<file path="src/rtl/debug_pkg.sv">
// -----------------------------------------------------------------------------
// debug_pkg
// Shared definitions for the debug hart controller: FSM state encoding,
// abstract-register numbers, dcsr field positions, halt cause codes and small
// regno decode helpers.
// Optional feature macro: DEBUG_HART_STEP_EN adds the single-step state.
// -----------------------------------------------------------------------------
package debug_pkg;

    typedef enum logic [2:0] {
        ST_RUN       = 3'd0,
        ST_HALTING   = 3'd1,
        ST_HALT      = 3'd2,
        ST_RESUMING  = 3'd3
`ifdef DEBUG_HART_STEP_EN
        , ST_STEP    = 3'd4
`endif
    } hart_state_e;

    localparam logic [15:0] REG_MISA      = 16'h0301;
    localparam logic [15:0] REG_DCSR      = 16'h07B0;
    localparam logic [15:0] REG_DPC       = 16'h07B1;
    localparam logic [15:0] REG_DSCRATCH0 = 16'h07B2;
    localparam logic [15:0] GPR_BASE      = 16'h1000;

    localparam int          DCSR_VER_LSB   = 28;
    localparam int          DCSR_CAUSE_LSB = 6;
    localparam int          DCSR_STEP_BIT  = 2;
    localparam int          DCSR_PRV_LSB   = 0;
    localparam logic [3:0]  DCSR_XDEBUGVER = 4'd4;

    localparam logic [2:0]  CAUSE_NONE    = 3'd0;
    localparam logic [2:0]  CAUSE_HALTREQ = 3'd3;
    localparam logic [2:0]  CAUSE_STEP    = 3'd4;

    function automatic logic is_csr(input logic [15:0] regno);
        return (regno == REG_DCSR) || (regno == REG_DPC) ||
               (regno == REG_DSCRATCH0) || (regno == REG_MISA);
    endfunction

    // GPR window is 32 registers starting at GPR_BASE (0x1000-0x101F)
    function automatic logic is_gpr(input logic [15:0] regno);
        return regno[15:5] == GPR_BASE[15:5];
    endfunction

    function automatic logic [31:0] dcsr_pack(input logic [2:0] cause,
                                              input logic       step,
                                              input logic [1:0] prv);
        logic [31:0] v;
        v = 32'd0;
        v[DCSR_VER_LSB +: 4]   = DCSR_XDEBUGVER;
        v[DCSR_CAUSE_LSB +: 3] = cause;
        v[DCSR_STEP_BIT]       = step;
        v[DCSR_PRV_LSB +: 2]   = prv;
        return v;
    endfunction

endpackage

</file>
<file path="src/rtl/debug_hart_csr.sv">
// -----------------------------------------------------------------------------
// debug_hart_csr
// Storage for dcsr (cause/step/prv), dpc and dscratch0 plus the combinational
// CSR read mux (misa is a constant parameter).
// Ports: clk, rst_n; capture/capture_pc/capture_cause load dpc and dcsr.cause
// on halt entry; wr_en/wr_addr/wr_data perform abstract CSR writes; rd_addr ->
// rd_data read mux; dpc and step are exported to the hart FSM.
// Optional feature macro: DEBUG_HART_STEP_EN makes dcsr.step writable.
// -----------------------------------------------------------------------------
module debug_hart_csr
    import debug_pkg::*;
#(
    parameter logic [31:0] MISA_VALUE = 32'h4000_1105,
    parameter logic [1:0]  DCSR_PRV   = 2'b11
) (
    input  logic        clk,
    input  logic        rst_n,
    input  logic        capture,
    input  logic [31:0] capture_pc,
    input  logic [2:0]  capture_cause,
    input  logic        wr_en,
    input  logic [15:0] wr_addr,
    input  logic [31:0] wr_data,
    input  logic [15:0] rd_addr,
    output logic [31:0] rd_data,
    output logic [31:0] dpc,
    output logic        step
);

    logic [31:0] dpc_r;
    logic [31:0] dscratch0_r;
    logic [2:0]  cause_r;
    logic [1:0]  prv_r;

    // dpc/cause are loaded on halt entry; abstract writes only happen in HALT
    always_ff @(posedge clk or negedge rst_n) begin
        if (!rst_n) begin
            dpc_r       <= 32'd0;
            dscratch0_r <= 32'd0;
            cause_r     <= CAUSE_NONE;
            prv_r       <= DCSR_PRV;
        end else begin
            if (capture) begin
                dpc_r   <= capture_pc;
                cause_r <= capture_cause;
            end else if (wr_en && (wr_addr == REG_DPC)) begin
                dpc_r <= wr_data;
            end
            if (wr_en && (wr_addr == REG_DSCRATCH0)) begin
                dscratch0_r <= wr_data;
            end
            if (wr_en && (wr_addr == REG_DCSR)) begin
                prv_r <= wr_data[DCSR_PRV_LSB +: 2];
            end
        end
    end

`ifdef DEBUG_HART_STEP_EN
    logic step_r;

    // dcsr.step storage, only present when single-step is built in
    always_ff @(posedge clk or negedge rst_n) begin
        if (!rst_n) begin
            step_r <= 1'b0;
        end else if (wr_en && (wr_addr == REG_DCSR)) begin
            step_r <= wr_data[DCSR_STEP_BIT];
        end
    end
    assign step = step_r;
`else
    assign step = 1'b0;
`endif

    // CSR read mux; unknown regnos read zero
    always_comb begin
        rd_data = 32'd0;
        case (rd_addr)
            REG_DCSR:      rd_data = dcsr_pack(cause_r, step, prv_r);
            REG_DPC:       rd_data = dpc_r;
            REG_DSCRATCH0: rd_data = dscratch0_r;
            REG_MISA:      rd_data = MISA_VALUE;
            default:       rd_data = 32'd0;
        endcase
    end

    assign dpc = dpc_r;

endmodule

</file>
<file path="src/rtl/debug_hart_ctrl.sv">
// -----------------------------------------------------------------------------
// debug_hart_ctrl
// Per-hart debug controller: halt/resume FSM (RUN, HALTING, HALT, RESUMING and
// optionally STEP), abstract register access to debug CSRs and GPRs.
// Ports: clk/rst_n; haltreq/resumereq in, halted/running/resumeack out;
// abstract access ar_en/ar_wr/ar_ad/ar_do in, ar_di/ar_ack/ar_err out;
// core side core_stall/core_redirect/core_newpc out, core_idle/core_pc/
// core_retire in; GPR port gpr_re/gpr_we/gpr_ad/gpr_wdata out, gpr_rdata in.
// Optional feature macro: DEBUG_HART_STEP_EN enables dcsr.step single-step.
// -----------------------------------------------------------------------------
module debug_hart_ctrl
    import debug_pkg::*;
#(
    parameter logic [31:0] MISA_VALUE = 32'h4000_1105,
    parameter logic [1:0]  DCSR_PRV   = 2'b11
) (
    input  logic        clk,
    input  logic        rst_n,
    input  logic        haltreq,
    input  logic        resumereq,
    output logic        halted,
    output logic        running,
    output logic        resumeack,
    input  logic        ar_en,
    input  logic        ar_wr,
    input  logic [15:0] ar_ad,
    input  logic [31:0] ar_do,
    output logic [31:0] ar_di,
    output logic        ar_ack,
    output logic        ar_err,
    output logic        core_stall,
    input  logic        core_idle,
    input  logic [31:0] core_pc,
    input  logic        core_retire,
    output logic        core_redirect,
    output logic [31:0] core_newpc,
    output logic        gpr_re,
    output logic        gpr_we,
    output logic [4:0]  gpr_ad,
    output logic [31:0] gpr_wdata,
    input  logic [31:0] gpr_rdata
);

    hart_state_e state_r, state_next_s;
    logic [2:0]  cause_r, cause_next_s;
    logic        capture_s, run_next_s, step_s;
    logic [31:0] dpc_s, csr_rdata_s;
    logic        halted_r, running_r, resumeack_r, core_stall_r, core_redirect_r;
    logic        ar_ack_r, ar_err_r, gpr_pend_r;
    logic [31:0] ar_di_r;
    logic        busy_s, accept_s, bad_s, gpr_acc_s, csr_we_s;

    // Hart FSM next state; haltreq always dominates resumereq
    always_comb begin
        state_next_s = state_r;
        cause_next_s = cause_r;
        capture_s    = 1'b0;
        case (state_r)
            ST_RUN: begin
                if (haltreq) begin
                    state_next_s = ST_HALTING;
                    cause_next_s = CAUSE_HALTREQ;
                end else begin
                    state_next_s = ST_RUN;
                end
            end
            ST_HALTING: begin
                if (core_idle) begin
                    capture_s    = 1'b1;
                    state_next_s = ST_HALT;
                end else begin
                    state_next_s = ST_HALTING;
                end
            end
            ST_HALT: begin
                if (resumereq && !haltreq) begin
                    state_next_s = ST_RESUMING;
                end else begin
                    state_next_s = ST_HALT;
                end
            end
            ST_RESUMING: begin
`ifdef DEBUG_HART_STEP_EN
                if (step_s) begin
                    state_next_s = ST_STEP;
                end else begin
                    state_next_s = ST_RUN;
                end
`else
                state_next_s = ST_RUN;
`endif
            end
`ifdef DEBUG_HART_STEP_EN
            ST_STEP: begin
                if (haltreq) begin
                    state_next_s = ST_HALTING;
                    cause_next_s = CAUSE_HALTREQ;
                end else if (core_retire) begin
                    state_next_s = ST_HALTING;
                    cause_next_s = CAUSE_STEP;
                end else begin
                    state_next_s = ST_STEP;
                end
            end
`endif
            default: state_next_s = ST_RUN;
        endcase
    end

`ifdef DEBUG_HART_STEP_EN
    assign run_next_s = (state_next_s == ST_RUN) || (state_next_s == ST_STEP);
`else
    assign run_next_s = (state_next_s == ST_RUN);
    logic unused_s;
    assign unused_s = ^{core_retire, step_s};
`endif

    // FSM state and latched halt cause
    always_ff @(posedge clk or negedge rst_n) begin
        if (!rst_n) begin
            state_r <= ST_RUN;
            cause_r <= CAUSE_NONE;
        end else begin
            state_r <= state_next_s;
            cause_r <= cause_next_s;
        end
    end

    // Status/core outputs registered from the next state so they line up
    // with the state they describe
    always_ff @(posedge clk or negedge rst_n) begin
        if (!rst_n) begin
            halted_r        <= 1'b0;
            running_r       <= 1'b1;
            core_stall_r    <= 1'b0;
            core_redirect_r <= 1'b0;
            resumeack_r     <= 1'b0;
        end else begin
            halted_r        <= (state_next_s == ST_HALT);
            running_r       <= run_next_s;
            core_stall_r    <= (state_next_s == ST_HALTING) || (state_next_s == ST_HALT);
            core_redirect_r <= (state_next_s == ST_RESUMING);
            if (state_next_s == ST_RESUMING) begin
                resumeack_r <= 1'b1;
            end else if (!resumereq) begin
                resumeack_r <= 1'b0;
            end else begin
                resumeack_r <= resumeack_r;
            end
        end
    end

    // Abstract access decode. The ack cycle also counts as busy so a new
    // strobe is only taken once the previous access has fully completed.
    assign busy_s    = ar_ack_r || gpr_pend_r;
    assign accept_s  = ar_en && !busy_s;
    assign bad_s     = (state_r != ST_HALT) || !(is_csr(ar_ad) || is_gpr(ar_ad)) ||
                       (ar_wr && (ar_ad == REG_MISA));
    assign gpr_acc_s = accept_s && !bad_s && is_gpr(ar_ad);
    assign csr_we_s  = accept_s && !bad_s && ar_wr && is_csr(ar_ad);

    // GPR strobes go out in the accept cycle so read data returns in time
    // to be registered into ar_di for the +2 acknowledge
    assign gpr_re    = gpr_acc_s && !ar_wr;
    assign gpr_we    = gpr_acc_s && ar_wr;
    assign gpr_ad    = ar_ad[4:0];
    assign gpr_wdata = ar_do;

    // Access completion: ack/err pulses and registered read data
    always_ff @(posedge clk or negedge rst_n) begin
        if (!rst_n) begin
            ar_ack_r   <= 1'b0;
            ar_err_r   <= 1'b0;
            gpr_pend_r <= 1'b0;
            ar_di_r    <= 32'd0;
        end else begin
            ar_ack_r   <= 1'b0;
            ar_err_r   <= 1'b0;
            gpr_pend_r <= 1'b0;
            if (gpr_pend_r) begin
                ar_ack_r <= 1'b1;
                ar_di_r  <= gpr_rdata;
            end else if (accept_s) begin
                if (bad_s) begin
                    ar_ack_r <= 1'b1;
                    ar_err_r <= 1'b1;
                    ar_di_r  <= 32'd0;
                end else if (is_gpr(ar_ad) && !ar_wr) begin
                    gpr_pend_r <= 1'b1;
                end else begin
                    // CSR read/write or GPR write; writes return zero data
                    ar_ack_r <= 1'b1;
                    ar_di_r  <= ar_wr ? 32'd0 : csr_rdata_s;
                end
            end else begin
                ar_di_r <= ar_di_r;
            end
        end
    end

    debug_hart_csr #(
        .MISA_VALUE (MISA_VALUE),
        .DCSR_PRV   (DCSR_PRV)
    ) u_csr (
        .clk           (clk),
        .rst_n         (rst_n),
        .capture       (capture_s),
        .capture_pc    (core_pc),
        .capture_cause (cause_r),
        .wr_en         (csr_we_s),
        .wr_addr       (ar_ad),
        .wr_data       (ar_do),
        .rd_addr       (ar_ad),
        .rd_data       (csr_rdata_s),
        .dpc           (dpc_s),
        .step          (step_s)
    );

    assign halted        = halted_r;
    assign running       = running_r;
    assign resumeack     = resumeack_r;
    assign core_stall    = core_stall_r;
    assign core_redirect = core_redirect_r;
    assign core_newpc    = dpc_s;
    assign ar_ack        = ar_ack_r;
    assign ar_err        = ar_err_r;
    assign ar_di         = ar_di_r;

endmodule

</file>
<file path="config.mk">
export PLATFORM = sky130hd
export DESIGN_NAME = debug_hart_ctrl
export DESIGN_NICKNAME = d
export VERILOG_FILES = /design/src/rtl/debug_pkg.sv /design/src/rtl/debug_hart_csr.sv /design/src/rtl/debug_hart_ctrl.sv
export SDC_FILE = /design/constraint.sdc
export NUM_CORES = 1
export LEC_CHECK = 0
export ABC_AREA = 1
export CORE_AREA = 2 2 121 182
export CTS_CLUSTER_DIAMETER = 120
export DETAILED_ROUTE_END_ITERATION = 12
export DIE_AREA = 0 0 123 184
export HOLD_SLACK_MARGIN = 0.12
export PLACE_DENSITY = 0.59
export REMOVE_ABC_BUFFERS = 1
export SLEW_MARGIN = 20
export SYNTH_ARGS = -nofsm -noshare
export SYNTH_HDL_FRONTEND = slang
export SYNTH_SLANG_ARGS = --single-unit
</file>
<file path="constraint.sdc">
create_clock -name clk -period 1.6 [get_ports clk]
set_input_delay 0.32 -clock clk [delete_from_list [all_inputs] [get_ports clk]]
set_output_delay 0.32 -clock clk [all_outputs]
set_load 0.005 [all_outputs]
</file>
==> key figures <==
Status
  – Result of the run: finished with violations
  – Failing checks: negative setup slack

STA
  – Slack of the critical path: -0.133 ns
  – Final setup skew: 0.0136 ns
  – Fin crit share: 108%
  – Max-slew violation count: 0
  – Total Negative Setup Slacks: -5.75 ns
  – Worst Tran Pin Value: 0.493 ns
  – Number of endpoints failing setup at the final stage: 100
  – Worst-case headroom to the max-slew limit: 67.1%
  – Period minus WS final: 1.73 ns
  – Fin. Hold Viols: 0
  – Setup repair after global routing missed its margin: yes
  – Maximum clock frequency: 577 MHz

Min path
  – Hold Crit Class: reg2reg

Logic synthesis
  – Main combinational cell family by area after synthesis: simple AND/OR/NAND/NOR gates
  – Share of the synthesized area in the top cell type: 43.1%
  – Number of synthesized register bits: 110
  – Total standard cell area after synthesis: 6210 um2
  – Adder and majority gate portion of the synthesized area: 0.604%
  – Sequential cell area fraction in the yosys report: 44.4%
  – Simple-gate share of the synthesized area: 28.9%
  – Proportion of synthesized area in mux cells: 5.80%
  – Largest cells by area after synthesis: sky130_fd_sc_hd__dfrtp_1 (43%), sky130_fd_sc_hd__nand2_1 (13%), sky130_fd_sc_hd__nand3_1 (11%), sky130_fd_sc_hd__mux2_2 (5.8%), sky130_fd_sc_hd__buf_4 (4.5%)
  – Mean instance size in the synthesized netlist: 8.21 um2
  – Number of enable-type register cells in the synthesized netlist: 0
  – Fraction of the mapped netlist area in compound gates: 7.88%
  – Synth Instances: 756
  – Cell types with the highest counts after synthesis: sky130_fd_sc_hd__nand2_1 (211), sky130_fd_sc_hd__nand3_1 (134), sky130_fd_sc_hd__dfrtp_1 (107), sky130_fd_sc_hd__inv_1 (60), sky130_fd_sc_hd__buf_4 (37)
  – Most used flip-flop cell after synthesis: sky130_fd_sc_hd__dfrtp_1
  – Number of warnings issued by yosys: 0
  – Most frequent cell after synthesis: sky130_fd_sc_hd__nand2_1
  – Fraction of registers with async set/reset: 100%
  – Xor/xnor share of the synthesized area: 0%
  – Distinct cells, synth: 32
  – Top cell type by total area after synthesis: sky130_fd_sc_hd__dfrtp_1

Clock tree
  – Depth of the CTS H-tree: 3
  – Number of clock sinks: 110
  – Skew-Pair Late Insertion Delay: 0.35 ns
  – Library cell used as clock root buffer: sky130_fd_sc_hd__clkbuf_16
  – Clock slew seen by the registers of the worst setup and hold paths: 0.08 ns
  – Buffer levels on the longest clock path: 2
  – Number of clock buffers inserted by TritonCTS: 9
  – CTS tree: yes

Setup path
  – Critical Path Sink Type: output pin
  – Kind of launch point of the worst setup path: flip-flop
  – Critical Path Source: state_r[0]
  – Highest net fanout along the worst path: 3
  – Reg-to-reg critical path startpoint: state_r[1]
  – Slack of the worst reg-to-reg path: -0.11 ns
  – Worst R2R Path Depth: 14
  – Crit path arrival time: 1.41 ns
  – Required time at the endpoint of the critical path: 1.28 ns
  – End point of the critical path: gpr_we
  – Worst reg2reg path endpoint: ar_err
  – Critical setup path kind: reg2out

Power
  – Total power: 9.02 mW
  – VDD IR max: 0.000519 V
  – Reported leakage power: 4.95 nW
  – Power Density: 903 nW/um2

Global routing
  – Gr usage total: 18.6%
  – Pin count of the biggest net entering global routing: 66
  – First-pass GRT wire length: 32,600 um
  – Overflow after GRT: 0
  – Number of global-route vias before repair: 6,054
  – Initial antenna violation count: 0

Routing
  – Total routed wirelength: 20,900 um
  – Top routing layer used: met4
  – Met1 Routed Length: 8780 um
  – Wire length on met2: 10,700 um
  – DRC: 0
  – Detailed Routing Iterations Pass 1: 4
  – Violation count after the first detailed-route iteration: 211
  – Vias: 6,073
  – Number of routed nets with antenna violations: 0
  – Wire length per cell after detailed routing: 16.0 um
  – Via-per-instance ratio: 4.65
  – Met3 WL post-DR: 1120 um

Place
  – Placed standard-cell area: 9150 um2
  – Half-perimeter wire length of the detailed placement result: 14,000 um
  – Number of cells in the design after placement: 1,254
  – Count of buffers from port buffering: 228
  – Final estimated routing congestion in global placement: 0.785

Floorplan
  – Std-Cell Rows: 65
  – X dimension of the die: 123 um
  – Die height: 184 um
  – Core region area: 21,000 um2
  – Total I/O pin count: 230
  – Initial Util: 29.6%
  – Die ar.: 22,600 um2

Run
  – Maximum capacitance violations: 0

Layout
  – Final layout net count: 1,157
  – Area of the multi-input gates: 2880 um2
  – Area delta synth->final: 60.8%
  – Final non-filler cell area: 9980 um2
  – Fill cell count: 2,136
  – Register area: 2760 um2
  – Antenna diode count: 0
  – Layout cells sized above 1: 25.3%
  – Post-Layout Cell Count: 1,307
  – Utilization after layout: 47.6%
==> routing by layer <==
| metal | vias up | global-route usage, % |
|---|---|---|
| met3 | 20 | 3.07 |
| met1 | 2924 | 23.6 |
| met4 | 0 | 5.05 |
| met5 | - | 0 |
| li1 | 2972 | - |
| met2 | 157 | 32.3 |
==> cells in the final DEF (no fill, tap or decap), types with 3 or more instances in the layout <==
cell type | netlist | layout
sky130_fd_sc_hd__o211ai_1 | 3 | 3
sky130_fd_sc_hd__nor2_4 | 6 | 10
sky130_fd_sc_hd__dfrtp_1 | 107 | 106
sky130_fd_sc_hd__nand2_2 | 8 | 15
sky130_fd_sc_hd__dlygate4sd2_1 | 0 | 40
sky130_fd_sc_hd__buf_2 | 19 | 18
sky130_fd_sc_hd__mux2_2 | 32 | 32
sky130_fd_sc_hd__o21ai_0 | 29 | 29
sky130_fd_sc_hd__buf_16 | 0 | 3
sky130_fd_sc_hd__nand3_4 | 0 | 3
sky130_fd_sc_hd__nor2_2 | 3 | 7
sky130_fd_sc_hd__ha_1 | 3 | 3
sky130_fd_sc_hd__nor2_1 | 22 | 14
sky130_fd_sc_hd__clkdlybuf4s50_1 | 0 | 147
sky130_fd_sc_hd__inv_2 | 3 | 8
sky130_fd_sc_hd__dfstp_2 | 3 | 3
sky130_fd_sc_hd__buf_12 | 0 | 22
sky130_fd_sc_hd__buf_4 | 37 | 88
sky130_fd_sc_hd__nand3_2 | 1 | 15
sky130_fd_sc_hd__clkbuf_16 | 0 | 9
sky130_fd_sc_hd__inv_1 | 60 | 53
sky130_fd_sc_hd__nand3_1 | 134 | 117
sky130_fd_sc_hd__dlymetal6s2s_1 | 0 | 21
sky130_fd_sc_hd__nand2_1 | 211 | 200
sky130_fd_sc_hd__buf_6 | 9 | 8
sky130_fd_sc_hd__o21bai_1 | 34 | 34
sky130_fd_sc_hd__nand2_4 | 2 | 6
sky130_fd_sc_hd__o221ai_1 | 3 | 3
==> stage by stage <==
step                      setup slack, ns  hold slack (ns)
after global placement             -0.898            0.356
final                              -0.133            0.456
after CTS                          -0.144            0.458
after global routing               -0.230            0.490
after floorplan                     -1.37           0.0244
after detailed placement           -0.933            0.360
==> logic make-up (layout without fill, tap and decap cells) <==
family | after synthesis | after routing
AND/OR/NAND/NOR | 392 | 392
flip-flops | 110 | 110
multiplexers | 32 | 32
adder cells (fa/ha/maj) | 3 | 3
AO/OA/AOI/OAI | 74 | 74
buffers and inverters | 145 | 428
==> state kept, by name, summed over array words and instances, names as in the netlist, 2 cells and up <==
| register | count |
|---|---|
| u_csr.prv_r | 2 |
| u_csr.dpc | 32 |
| u_csr.dscratch0_r | 32 |
| ar_di | 32 |
| state_r | 2 |
==> where the power goes <==
group	leakage (nW)	internal [mW]	total (mW)	switching (mW)
registers	1.29	3.26	3.57	0.312
clock network	0.147	1.23	2.33	1.09
logic	3.51	1.80	3.12	1.32
==> worst max-delay path: stages, from the launching register on <==
cell                      delay [ns]
sky130_fd_sc_hd__dfrtp_1        0.39
sky130_fd_sc_hd__nor2_1         0.10
sky130_fd_sc_hd__buf_4          0.14
sky130_fd_sc_hd__o21ai_2        0.06
sky130_fd_sc_hd__inv_2          0.07
sky130_fd_sc_hd__nand2_4        0.05
sky130_fd_sc_hd__inv_2          0.06
sky130_fd_sc_hd__nand3_2        0.05
sky130_fd_sc_hd__inv_1          0.05
sky130_fd_sc_hd__buf_2          0.10
==> layout make-up <==
class	count	share of cell area, %
repair buffers	349	34.8
multi-input cells	501	28.8
flip-flops and latches	110	27.6
well taps	268	3.36
inverters	63	2.42
clock buffers	10	2.29
clock inverters	6	0.702
==> worst min path at each step <==
stage	from	slack (ns)	cells after the start	end
CTS	cause_r[0]	0.46	2	cause_r[0]
finish	cause_r[0]	0.46	2	cause_r[0]
global placement	rst_n	0.36	2	u_csr.dscratch0_r[23]
floorplan	rst_n	0.02	0	ar_ack
global route	cause_r[0]	0.49	2	cause_r[0]
detailed placement	rst_n	0.36	2	u_csr.dscratch0_r[24]
==> what timing repair did <==
item | 4_1_cts | 5_1_grt
pin swaps | 34 | 22
endpoints found under the hold margin | 107 | 0
setup buffers | 25 | 11
setup endpoints to repair | 147 | 128
resized for setup | 161 | 42
cloned | 3 | 0
hold buffers | 1 | 0
No activity file was read; power rests on OpenSTA's default activity.
